`src/rtl/alu_pkg.sv`:
```
// alu_pkg: ALU function selects, flag bit positions and the multiplier FSM state encoding.
package alu_pkg;
    localparam logic [4:0] FS_PASSA16 = 5'b10000;
    localparam logic [4:0] FS_ADD16   = 5'b10100;
    localparam logic [4:0] FS_LSL16   = 5'b11011;
    localparam int FLAG_Z = 3;
    localparam int FLAG_C = 2;
    localparam int FLAG_N = 1;
    localparam int FLAG_O = 0;
    typedef enum logic [2:0] {S_IDLE, S_ADD, S_SHIFT, S_FLAG, S_CAPT} state_t;
endpackage

```
`src/rtl/alu_mul_sequencer.sv`:
```
// alu_mul_sequencer: shift-and-add unsigned multiplier that borrows the shared 16-bit ALU while Busy.
module alu_mul_sequencer
    import alu_pkg::*;
#(
    parameter int WIDTH = 8
) (
    input  logic             Clock,
    input  logic             Reset,
    input  logic             Start,
    input  logic [WIDTH-1:0] Multiplicand,
    input  logic [WIDTH-1:0] Multiplier,
    output logic             Busy,
    output logic             Done,
    output logic [15:0]      Product,
    output logic             ProductZero,
    output logic             ProductNeg,
    output logic [15:0]      AluA,
    output logic [15:0]      AluB,
    output logic [4:0]       AluFunSel,
    output logic             AluWF,
    input  logic [15:0]      AluOut,
    input  logic [3:0]       AluFlags
);
    localparam int CW = $clog2(WIDTH) + 1;
    localparam logic [CW-1:0] LAST = CW'(WIDTH - 1);

    state_t            state_q, state_d;
    logic [15:0]       p_q, p_d, m_q, m_d, product_q, product_d;
    logic [WIDTH-1:0]  q_q, q_d;
    logic [CW-1:0]     count_q, count_d;
    logic              busy_q, busy_d, done_q, done_d, zero_q, zero_d, neg_q, neg_d;
    logic              unused_flags;

    assign unused_flags = ^{AluFlags[FLAG_C], AluFlags[FLAG_O]};

    always_ff @(posedge Clock or negedge Reset) begin
        if (!Reset) state_q <= S_IDLE;
        else        state_q <= state_d;
    end

    always_comb begin
        case (state_q)
            S_IDLE:  state_d = Start ? S_ADD : S_IDLE;
            S_ADD:   state_d = S_SHIFT;
            S_SHIFT: state_d = (count_q == LAST) ? S_FLAG : S_ADD;
            S_FLAG:  state_d = S_CAPT;
            default: state_d = S_IDLE;
        endcase
    end

    always_comb begin
        AluFunSel = FS_PASSA16;
        AluA      = '0;
        AluB      = '0;
        AluWF     = 1'b0;
        case (state_q)
            S_ADD:   begin AluFunSel = FS_ADD16; AluA = p_q; AluB = m_q; end
            S_SHIFT: begin AluFunSel = FS_LSL16; AluA = m_q; end
            S_FLAG:  begin AluA = p_q; AluWF = 1'b1; end
            default: ;
        endcase
    end

    always_comb begin
        p_d       = p_q;
        m_d       = m_q;
        q_d       = q_q;
        count_d   = count_q;
        busy_d    = busy_q;
        done_d    = 1'b0;
        product_d = product_q;
        zero_d    = zero_q;
        neg_d     = neg_q;
        case (state_q)
            S_IDLE: if (Start) begin
                p_d     = '0;
                m_d     = 16'(Multiplicand);
                q_d     = Multiplier;
                count_d = '0;
                busy_d  = 1'b1;
            end
            S_ADD:   p_d = q_q[0] ? AluOut : p_q;
            S_SHIFT: begin
                m_d     = AluOut;
                q_d     = q_q >> 1;
                count_d = count_q + 1'b1;
            end
            // flags were written by the ALU at the end of FLAG, so they describe P here
            S_CAPT: begin
                product_d = p_q;
                zero_d    = AluFlags[FLAG_Z];
                neg_d     = AluFlags[FLAG_N];
                done_d    = 1'b1;
                busy_d    = 1'b0;
            end
            default: ;
        endcase
    end

    always_ff @(posedge Clock or negedge Reset) begin
        if (!Reset) begin
            p_q       <= '0;
            m_q       <= '0;
            q_q       <= '0;
            count_q   <= '0;
            busy_q    <= 1'b0;
            done_q    <= 1'b0;
            product_q <= '0;
            zero_q    <= 1'b0;
            neg_q     <= 1'b0;
        end else begin
            p_q       <= p_d;
            m_q       <= m_d;
            q_q       <= q_d;
            count_q   <= count_d;
            busy_q    <= busy_d;
            done_q    <= done_d;
            product_q <= product_d;
            zero_q    <= zero_d;
            neg_q     <= neg_d;
        end
    end

    assign Busy        = busy_q;
    assign Done        = done_q;
    assign Product     = product_q;
    assign ProductZero = zero_q;
    assign ProductNeg  = neg_q;
endmodule
```
`config.mk`:
```
export PLATFORM = sky130hd
export DESIGN_NAME = alu_mul_sequencer
export DESIGN_NICKNAME = d
export VERILOG_FILES = /design/src/rtl/alu_pkg.sv /design/src/rtl/alu_mul_sequencer.sv
export SDC_FILE = /design/constraint.sdc
export NUM_CORES = 1
export LEC_CHECK = 0
export BUFFER_PORTS_ARGS = -buffer_cell sky130_fd_sc_hd__buf_2
export CAP_MARGIN = 20
export CORE_ASPECT_RATIO = 1.1
export CORE_MARGIN = 8
export CORE_UTILIZATION = 55
export CTS_CLUSTER_DIAMETER = 60
export DETAILED_ROUTE_END_ITERATION = 12
export PLACE_DENSITY = 0.84
export SETUP_SLACK_MARGIN = 0.3
export SLEW_MARGIN = 20
export SYNTH_ARGS = -nofsm -noshare
export SYNTH_HDL_FRONTEND = slang
export SYNTH_SLANG_ARGS = --single-unit
```
`constraint.sdc`:
```
create_clock -name Clock -period 2.95 [get_ports Clock]
set_input_delay 0.59 -clock Clock [delete_from_list [all_inputs] [get_ports Clock]]
set_output_delay 0.59 -clock Clock [all_outputs]
set_load 0.005 [all_outputs]
```
==> flow_summary.yaml, run 1 <==
outcome:
  status: "finished clean"
routing:
  avgViaCountPerCell: 5.854
  detail_route.first_pass.iterations: 5
  drt_drc_violations_left: 0
  wl_mm: 8.454
  via_count: 2722
  avgRoutedWirePerCell_um: 18.18
  ant_nets: 0
  dr.first_iter.drc_count: 205
layout:
  drive_gt1_frac: 0.3711
  fill_cells: 487
  multi_input_area_mm2: 0.001295
  number_of_antenna_repair_diodes: 0
  utilization: 0.6772
  register_area_mm2: 0.001677
  synthToLayoutAreaGrowth_pct: 20.27
  nNetsFinal: 424
power:
  leakagePower_uw: 0.001990
  power.density_cell_area_mw_per_mm2: 1036
  power.ir.vdd_worst_mv: 0.4778
synth:
  synth_warnings: 0
  synth_top_area_share: 0.5194
  asyncSetResetFlopFracSynth: 1.000
  synthTopCellsByArea: "dfrtp_1, a22o_1, mux2_2"
  sequential_element_share_of_the_synthesized_area: 0.5194
  count_of_mapped_cells_out_of_synthesis: 300
  synth_edf_count: 0
  biggest_area_consumer_among_synthesized_cells: "dfrtp_1"
  synth_nets: 340
  ys_seq_elements: 67
  synth.avg_cell_area_um2: 10.76
  distinct_cells_synth: 36
  synth.cell_area_mm2: 0.003228
  dominantRegCellSynth: "dfrtp_1"
timing:
  timing.final.max_slew_violations: 0
  worst_pin_slew_ns: 0.7235
  timing.final.crit_period_ns: 2.505
  finalHoldViolations: 0
  grt_setup_unrepaired: "no"
  timing.fmax_mhz: 399.3
  timing.max_slew.rel_slack: 0.5171
  fin_crit_sh: 0.8490
  clock-skew-final_ns: 0.007036
  timing.setup.tns_ns: 0
  number_of_setup_violations_in_the_final_report: 0
clock_network:
  clkSinkCount: 67
  maximum_number_of_buffers_from_clock_root_to_sink: 2
  post_cts_resize_count: 0
  cts-buffers-inserted: 9
  clk_latency_ns: 0.33
  root_buffer: "clkbuf_8"
  cts_hold_buffers: 0
  clkTransAtPathRegs_ns: 0.07
  cts.repair_timing.setup_buffer_count: 0
  tritoncts: "yes"
  clock_tree.htree_level_count: 3
setup_path:
  worst-setup-path-type: "register to primary output"
  worst_ep_required_time_ns: 2.36
  critical_path.startpoint_type: "register"
  critical_path_peak_fanout: 20
  arrival_ns: 1.91
  critPathCaptureType: "primary output"
global_route:
  vias_in_the_first_global_route: 2740
  grt.total_usage: 0.2089
  grt_antenna_before_repair: 0
  global_route_wire_length_before_repair_mm: 13.69
  globalRouteOverflowTotal: 0
  pin_count_of_the_biggest_net_entering_global_routing: 36
place:
  place_hpwl_mm: 5.828
  place.port_buffers: 93
  gp_congestion: 0.7850
floorplanning:
  fp.dieH_um: 96.35
  floorplan_core_area_mm2: 0.005733
  fp.dieW_um: 89.05
  ios: 97
  placement_rows: 29
  die_area_mm2: 0.008579
  starting_utilization_of_the_core_area: 0.5631
worst_hold_path:
  holdCritPathClass: "input port to async pin"
job:
  max_capacitance_violation_count: 0
==> flip-flops by register name, summed over array words and instances, names as in the netlist <==
name / count
Busy: 1
p_q: 16
ProductZero: 1
Product: 16
state_q: 3
q_q: 8
count_q: 4
Done: 1
ProductNeg: 1
m_q: 16
==> where the power goes <==
| group | leakage (uW) | internal (uW) | switching [uW] |
|---|---|---|---|
| logic | 0.00103 | 786 | 931 |
| registers | 0.000868 | 1300 | 315 |
| clock network | 0.0000953 | 367 | 326 |
==> area by class of cell <==
cell class | instances | share of cell area
clock buffer | 13 | 0.04351
clock inverter | 2 | 0.002578
inverter | 18 | 0.01740
multi-input combinational | 183 | 0.3335
sequential | 67 | 0.4318
tap | 77 | 0.02481
timing repair buffer | 105 | 0.1463
==> synthesized netlist by cell type (2+ instances only) <==
cell type	number
buf_6	4
dfrtp_1	67
and2b_1	2
a31oi_1	17
nor2_1	5
clkbuf_2	2
mux2_2	18
inv_1	17
nand4_1	16
buf_4	9
and2_1	3
a22oi_1	15
a22o_1	25
a21oi_1	3
clkbuf_1	8
o21ai_1	16
o21ai_0	17
and3_1	16
nor2b_1	15
buf_2	9
==> cell usage in the layout, fill, tap and decap left out, drive strengths merged, types with 4 or more instances in the layout <==
cell / count
buf: 105
dfrtp: 67
o21ai: 34
a22o: 25
mux2: 18
inv: 18
a31oi: 17
and3: 16
nand4: 16
nor2b: 15
a22oi: 15
clkbuf: 13
nor2: 6
and2: 4
==> worst max-delay path: stages, from the launching register on <==
cell and delay (ns):
dfrtp_1 0.76, nor2b_1 0.22, buf_4 0.27, a22o_1 0.20
buf_2 0.12
==> final timing paths <==
check,from,to,slack [ns],depth (start not counted)
worst max-delay path,state_q[0],AluA[4],0.45,4
worst min-delay path,Reset,p_q[0],0.27,1
worst max register to register,state_q[0],m_q[9],0.90,3
worst min register to register,count_q[0],count_q[0],0.50,1
max in group asynchronous,Reset,p_q[4],1.95,2
min in group Clock,AluFlags[3],ProductZero,0.49,2
==> stage by stage <==
| stage | worst slack [ns] | hold slack (ns) | cell area, um^2 | power (uW) | instances |
|---|---|---|---|---|---|
| 2_1_floorplan | 1.165 | 0.2944 | 3228 | 2724 | 300 |
| 3_3_place_gp | 0.8216 | 0.4756 | 3704 | 3276 | 450 |
| 3_5_place_dp | 0.8123 | 0.4906 | 3704 | 3343 | 450 |
| 4_1_cts | 0.4321 | 0.2820 | 3882 | 4042 | 465 |
| 5_1_grt | 0.3139 | 0.3087 | 3882 | 4323 | 465 |
| 6_report | 0.4453 | 0.2656 | 3882 | 4022 | 465 |
==> kinds of logic (layout without fill, tap and decap cells) <==
logic type / after synthesis / count (layout) / synth area share
AOI/OAI and AO/OA: 96 / 96 / 0.1996
adders and majority gates: 1 / 1 / 0.003875
buffers and inverters: 50 / 138 / 0.08217
DFF: 67 / 67 / 0.5194
muxes: 19 / 19 / 0.06589
other: 1 / 1 / 0.001162
and+or+nand+nor: 66 / 66 / 0.1279
==> per-layer routing <==
metal | track usage | up-vias | part of all wire
met3 | 0.05892 | 17 | 0.077
met1 | 0.2632 | 1346 | 0.40
met5 | 0 | - | 0
met4 | 0.07351 | 0 | 0.021
li1 | - | 1256 | -
met2 | 0.3358 | 103 | 0.50
Power figures use the tool's default switching activity.
==> run 2: changes to the inputs <==
- CORE_UTILIZATION: 55 -> 51
- PLACE_DENSITY: 0.84 -> 0.79
- clock period: 2.95 -> 2.51 ns (I/O delays scaled with it)
==> flow_summary.yaml, run 2 (synthesis results as in run 1) <==
timing:
  setup_ws_ns: 0.3707
  timing.final.crit_period_ns: 2.139
  clock-skew-final_ns: 0.008111
  number_of_setup_violations_in_the_final_report: 0
  timing.setup.tns_ns: 0
  fin_crit_sh: 0.8523
  timing.final.max_slew_violations: 0
  timing.fmax_mhz: 467.4
  worst_pin_slew_ns: 0.6976
  grt_setup_unrepaired: "no"
  timing.max_slew.rel_slack: 0.5349
  finalHoldViolations: 0
routing:
  drt_drc_violations_left: 0
  avgViaCountPerCell: 5.803
  ant_nets: 0
  avgRoutedWirePerCell_um: 18.31
  via_count: 2733
  highest_layer: "met5"
  detailroute.wirelength.met3_um: 661
  wl_mm: 8.626
  dr.first_iter.drc_count: 193
  wl_met1_mm: 3.616
  met2RoutedLength_mm: 4.223
  detail_route.first_pass.iterations: 4
layout:
  register_area_mm2: 0.001677
  fill_cells: 539
  nNetsFinal: 427
  multi_input_area_mm2: 0.001295
  final_cell_mix: "buf_2, dfrtp_1, a22o_1"
  layout.cells.most_common: "buf_2"
  number_of_antenna_repair_diodes: 0
  synthToLayoutAreaGrowth_pct: 21.24
  drive_gt1_frac: 0.3734
clock_network:
  clkTransAtPathRegs_ns: 0.07
  clk_latency_ns: 0.33
  root_buffer: "clkbuf_8"
  tritoncts: "yes"
  clock_tree.htree_level_count: 3
  clkSinkCount: 67
  maximum_number_of_buffers_from_clock_root_to_sink: 2
  cts-buffers-inserted: 9
place:
  gp_congestion: 0.8274
  place_hpwl_mm: 5.861
  place.port_buffers: 93
  place_worst_setup_slack_ns: 0.6217
setup_path:
  critPathCaptureType: "primary output"
  worst-setup-path-type: "register to primary output"
  arrival_ns: 1.64
  critical_path_peak_fanout: 33
  worstRegToRegCells: 4
  worst_ep_required_time_ns: 2.01
  critical_path.startpoint_type: "register"
global_route:
  grt.total_usage: 0.1879
  global_route_wire_length_before_repair_mm: 13.71
  pin_count_of_the_biggest_net_entering_global_routing: 39
  globalRouteOverflowTotal: 0
  vias_in_the_first_global_route: 2736
  grt_antenna_before_repair: 1
power:
  power.density_cell_area_mw_per_mm2: 1213
  power.ir.vdd_worst_mv: 0.5464
  leakagePower_uw: 0.002002
  design_power_uw: 4749
floorplanning:
  placement_rows: 30
  ios: 97
  die_area_mm2: 0.009134
  fp.dieW_um: 91.86
  fp.dieH_um: 99.44
  starting_utilization_of_the_core_area: 0.5244
  floorplan_core_area_mm2: 0.006156
worst_hold_path:
  holdCritPathClass: "input port to async pin"
job:
  max_capacitance_violation_count: 0
outcome:
  status: "finished clean"
==> run 2: final cells by class <==
class | instances | area share
Inverter | 18 | 0.01726
Multi-Input combinational cell | 183 | 0.3309
Clock inverter | 3 | 0.003836
Tap cell | 80 | 0.02558
Sequential cell | 67 | 0.4284
Clock buffer | 12 | 0.03708
Timing Repair Buffer | 108 | 0.1570
==> run 2: worst paths after layout <==
kind / to / slack [ns] / from
hold reg to reg: Product[1] / 0.50 / Product[1]
setup reg to reg: m_q[0] / 0.76 / state_q[0]
max in group asynchronous: Product[13] / 1.65 / Reset
setup / recovery: AluB[4] / 0.37 / state_q[1]
hold / removal: q_q[2] / 0.20 / Reset
min in group Clock: ProductNeg / 0.41 / AluFlags[1]
==> run 2: through the flow <==
stage	hold WS (ns)	cells	util	area, um^2
global route	0.2456	471	0.6358	3914
finish	0.2027	471	0.6358	3914
CTS	0.2216	470	0.6313	3886
floorplan	0.2064	300	-	3228
detailed placement	0.4908	455	0.6047	3722
global placement	0.4791	455	0.6047	3722
==> run 2: worst max-delay path: stages (launching register included) <==
cell and delay (ns):
dfrtp_1 0.43, buf_4 0.20, nor2_2 0.12, buf_8 0.22
and3_1 0.21, buf_2 0.12
==> run 2: routing by layer <==
layer / vias to the layer above / track usage
met4: 2 / 0.07816
li1: 1264 / -
met3: 14 / 0.06104
met2: 105 / 0.2974
met1: 1348 / 0.2302
met5: - / 0
==> run 2: where the power goes <==
part           leakage (uW)  switching (uW)  internal [uW]  total (uW)
Sequential         0.000868             334           1520        1860
Clock             0.0000860             373            376         749
Combinational       0.00105            1160            985        2140
Total               0.00200            1860           2890        4750
==> run 2: what timing repair did <==
action | CTS | global route
hold endpoints to repair | 0 | 0
resized for setup | 1 | 5
setup endpoints to repair | 15 | 34
hold buffers | 0 | 0
setup buffers | 0 | 1
cloned | 0 | 0
==> run 3: changes to the inputs <==
- ABC_AREA: not set -> 1
- CORE_UTILIZATION: 51 -> 53
- CTS_BUF_LIST: not set -> sky130_fd_sc_hd__clkbuf_4 sky130_fd_sc_hd__clkbuf_8
- PLACE_DENSITY: 0.79 -> 0.82
==> flow_summary.yaml, run 3 <==
timing:
  finalHoldViolations: 0
  timing.final.crit_period_ns: 2.253
  timing.max_slew.rel_slack: 0.5027
  grt_setup_unrepaired: "yes"
  timing.setup.tns_ns: 0
  number_of_setup_violations_in_the_final_report: 0
  worst_pin_slew_ns: 0.7419
  clock-skew-final_ns: 0.007779
  timing.fmax_mhz: 443.8
  fin_crit_sh: 0.8977
  timing.final.max_slew_violations: 0
layout:
  layout.cells.most_common: "nand2_1"
  drive_gt1_frac: 0.2424
  final_cell_mix: "nand2_1, buf_2, inv_1"
  number_of_antenna_repair_diodes: 0
  nNetsFinal: 561
  synthToLayoutAreaGrowth_pct: 22.53
  utilization: 0.6603
routing:
  detail_route.first_pass.iterations: 4
  via_count: 3106
  avgRoutedWirePerCell_um: 14.46
  drt_drc_violations_left: 0
  avgViaCountPerCell: 5.142
  ant_nets: 0
  wl_mm: 8.734
  dr.first_iter.drc_count: 242
synth:
  synth_top_family_by_area: "simple AND/OR/NAND/NOR gates"
  synthTopCellsByArea: "dfrtp_1, nand2_1, nand3_1"
  ys_seq_elements: 67
  synth_xor_area_frac: 0.002673
  synth_nets: 472
  synth_edf_count: 0
  sequential_element_share_of_the_synthesized_area: 0.5116
  synth.cell_area_mm2: 0.003277
  synth_adder_area_share: 0.003818
  yosys-top-cells-count: "nand2_1, inv_1, nand3_1"
  count_of_mapped_cells_out_of_synthesis: 432
  synth_warnings: 0
  asyncSetResetFlopFracSynth: 1.000
  synthesized_area_fraction_occupied_by_and_or_nand_nor_cells: 0.2757
  most_numerous_cell_in_the_yosys_netlist: "nand2_1"
  dominantRegCellSynth: "dfrtp_1"
  biggest_area_consumer_among_synthesized_cells: "dfrtp_1"
  synth_top_area_share: 0.5116
  synth_area_in_compound_gates: 0.07484
  post_synthesis_mux_area_share: 0
  distinct_cells_synth: 20
  synth.avg_cell_area_um2: 7.585
setup_path:
  r2r_setup_slack_ns: 0.82
  critical_path.startpoint_type: "register"
  worstRegToRegCells: 6
  critPathCaptureType: "primary output"
  worst-setup-path-type: "register to primary output"
  arrival_ns: 1.75
  critical_path_peak_fanout: 9
  worst_ep_required_time_ns: 2.01
clock_network:
  root_buffer: "clkbuf_8"
  clock_tree.htree_level_count: 3
  clkTransAtPathRegs_ns: 0.07
  cts-buffers-inserted: 9
  maximum_number_of_buffers_from_clock_root_to_sink: 2
  tritoncts: "yes"
  clk_latency_ns: 0.34
  clkSinkCount: 67
floorplanning:
  fp.dieW_um: 90.97
  die_area_mm2: 0.008958
  placement_rows: 30
  starting_utilization_of_the_core_area: 0.5389
  fp.dieH_um: 98.47
  floorplan_core_area_mm2: 0.006081
  ios: 97
job:
  max_capacitance_violation_count: 0
global_route:
  globalRouteOverflowTotal: 0
  pin_count_of_the_biggest_net_entering_global_routing: 43
  global_route_wire_length_before_repair_mm: 14.40
  grt.total_usage: 0.1956
  grt_antenna_before_repair: 0
  vias_in_the_first_global_route: 3152
outcome:
  status: "finished clean"
power:
  power.ir.vdd_worst_mv: 0.7928
  leakagePower_uw: 0.002330
  power.density_cell_area_mw_per_mm2: 1157
  design_power_uw: 4644
place:
  gp_congestion: 0.8136
  place_hpwl_mm: 6.146
  place.port_buffers: 93
worst_hold_path:
  holdCritPathClass: "input port to async pin"
-- run 3: metrics by stage --
step | hold slack [ns] | setup WS [ns] | instance area, um^2 | cells
after floorplan | 0.2064 | 0.9404 | 3277 | 432
after detailed placement | 0.4640 | 0.4997 | 3809 | 590
after global routing | 0.2053 | 0.2272 | 4015 | 604
after CTS | 0.1795 | 0.2970 | 4011 | 604
final | 0.1651 | 0.2568 | 4015 | 604
after global placement | 0.4571 | 0.4869 | 3809 | 590
-- run 3: where the power goes --
part	total, uW	leakage (uW)	internal [uW]	switching (uW)
combinational	2040	0.00137	724	1320
clock	866	0.0000985	483	384
sequential	1740	0.000865	1500	235
-- run 3: per-layer routing --
layer	GRT usage	wire length, um
met1	0.2253	3660
met2	0.3358	4350
met3	0.04335	520
met4	0.09458	202
met5	0	0
-- run 3: logic make-up after synthesis --
logic type                 count (synthesis)
AOI/OAI and AO/OA                         45
and+or+nand+nor                          213
buffers and inverters                    104
adders and majority gates                  1
xor gates and xnor gates                   1
DFF                                       67
other                                      1
-- run 3: worst max-delay path, cell delays in order, from the launching register on --
cell and delay (ns):
dfrtp_1 0.42, inv_1 0.16, nor3_2 0.59, buf_2 0.24
-- run 3: repair_timing --
action                     in CTS  in global routing
setup endpoints to repair      23                 22
resized for setup               4                  2
hold buffers                    0                  0
buffers inserted                0                  0
-- run 3: final timing paths --
| check | from | end |
|---|---|---|
| max reg2reg | state_q[2] | p_q[10] |
| min in group Clock | AluFlags[3] | ProductZero |
| max in group asynchronous | Reset | state_q[0] |
| max | state_q[1] | AluFunSel[0] |
| min | Reset | Product[0] |
| min reg2reg | Busy | Busy |
-- run 3: area by class of cell --
class	count	area (um^2)
repair buffers	104	560.5
flip-flops and latches	67	1678
well taps	80	100.1
clock buffers	11	145.1
inverters	78	297.8
fillers	541	2066
multi-input cells	261	1194
clock inverters	3	40.04
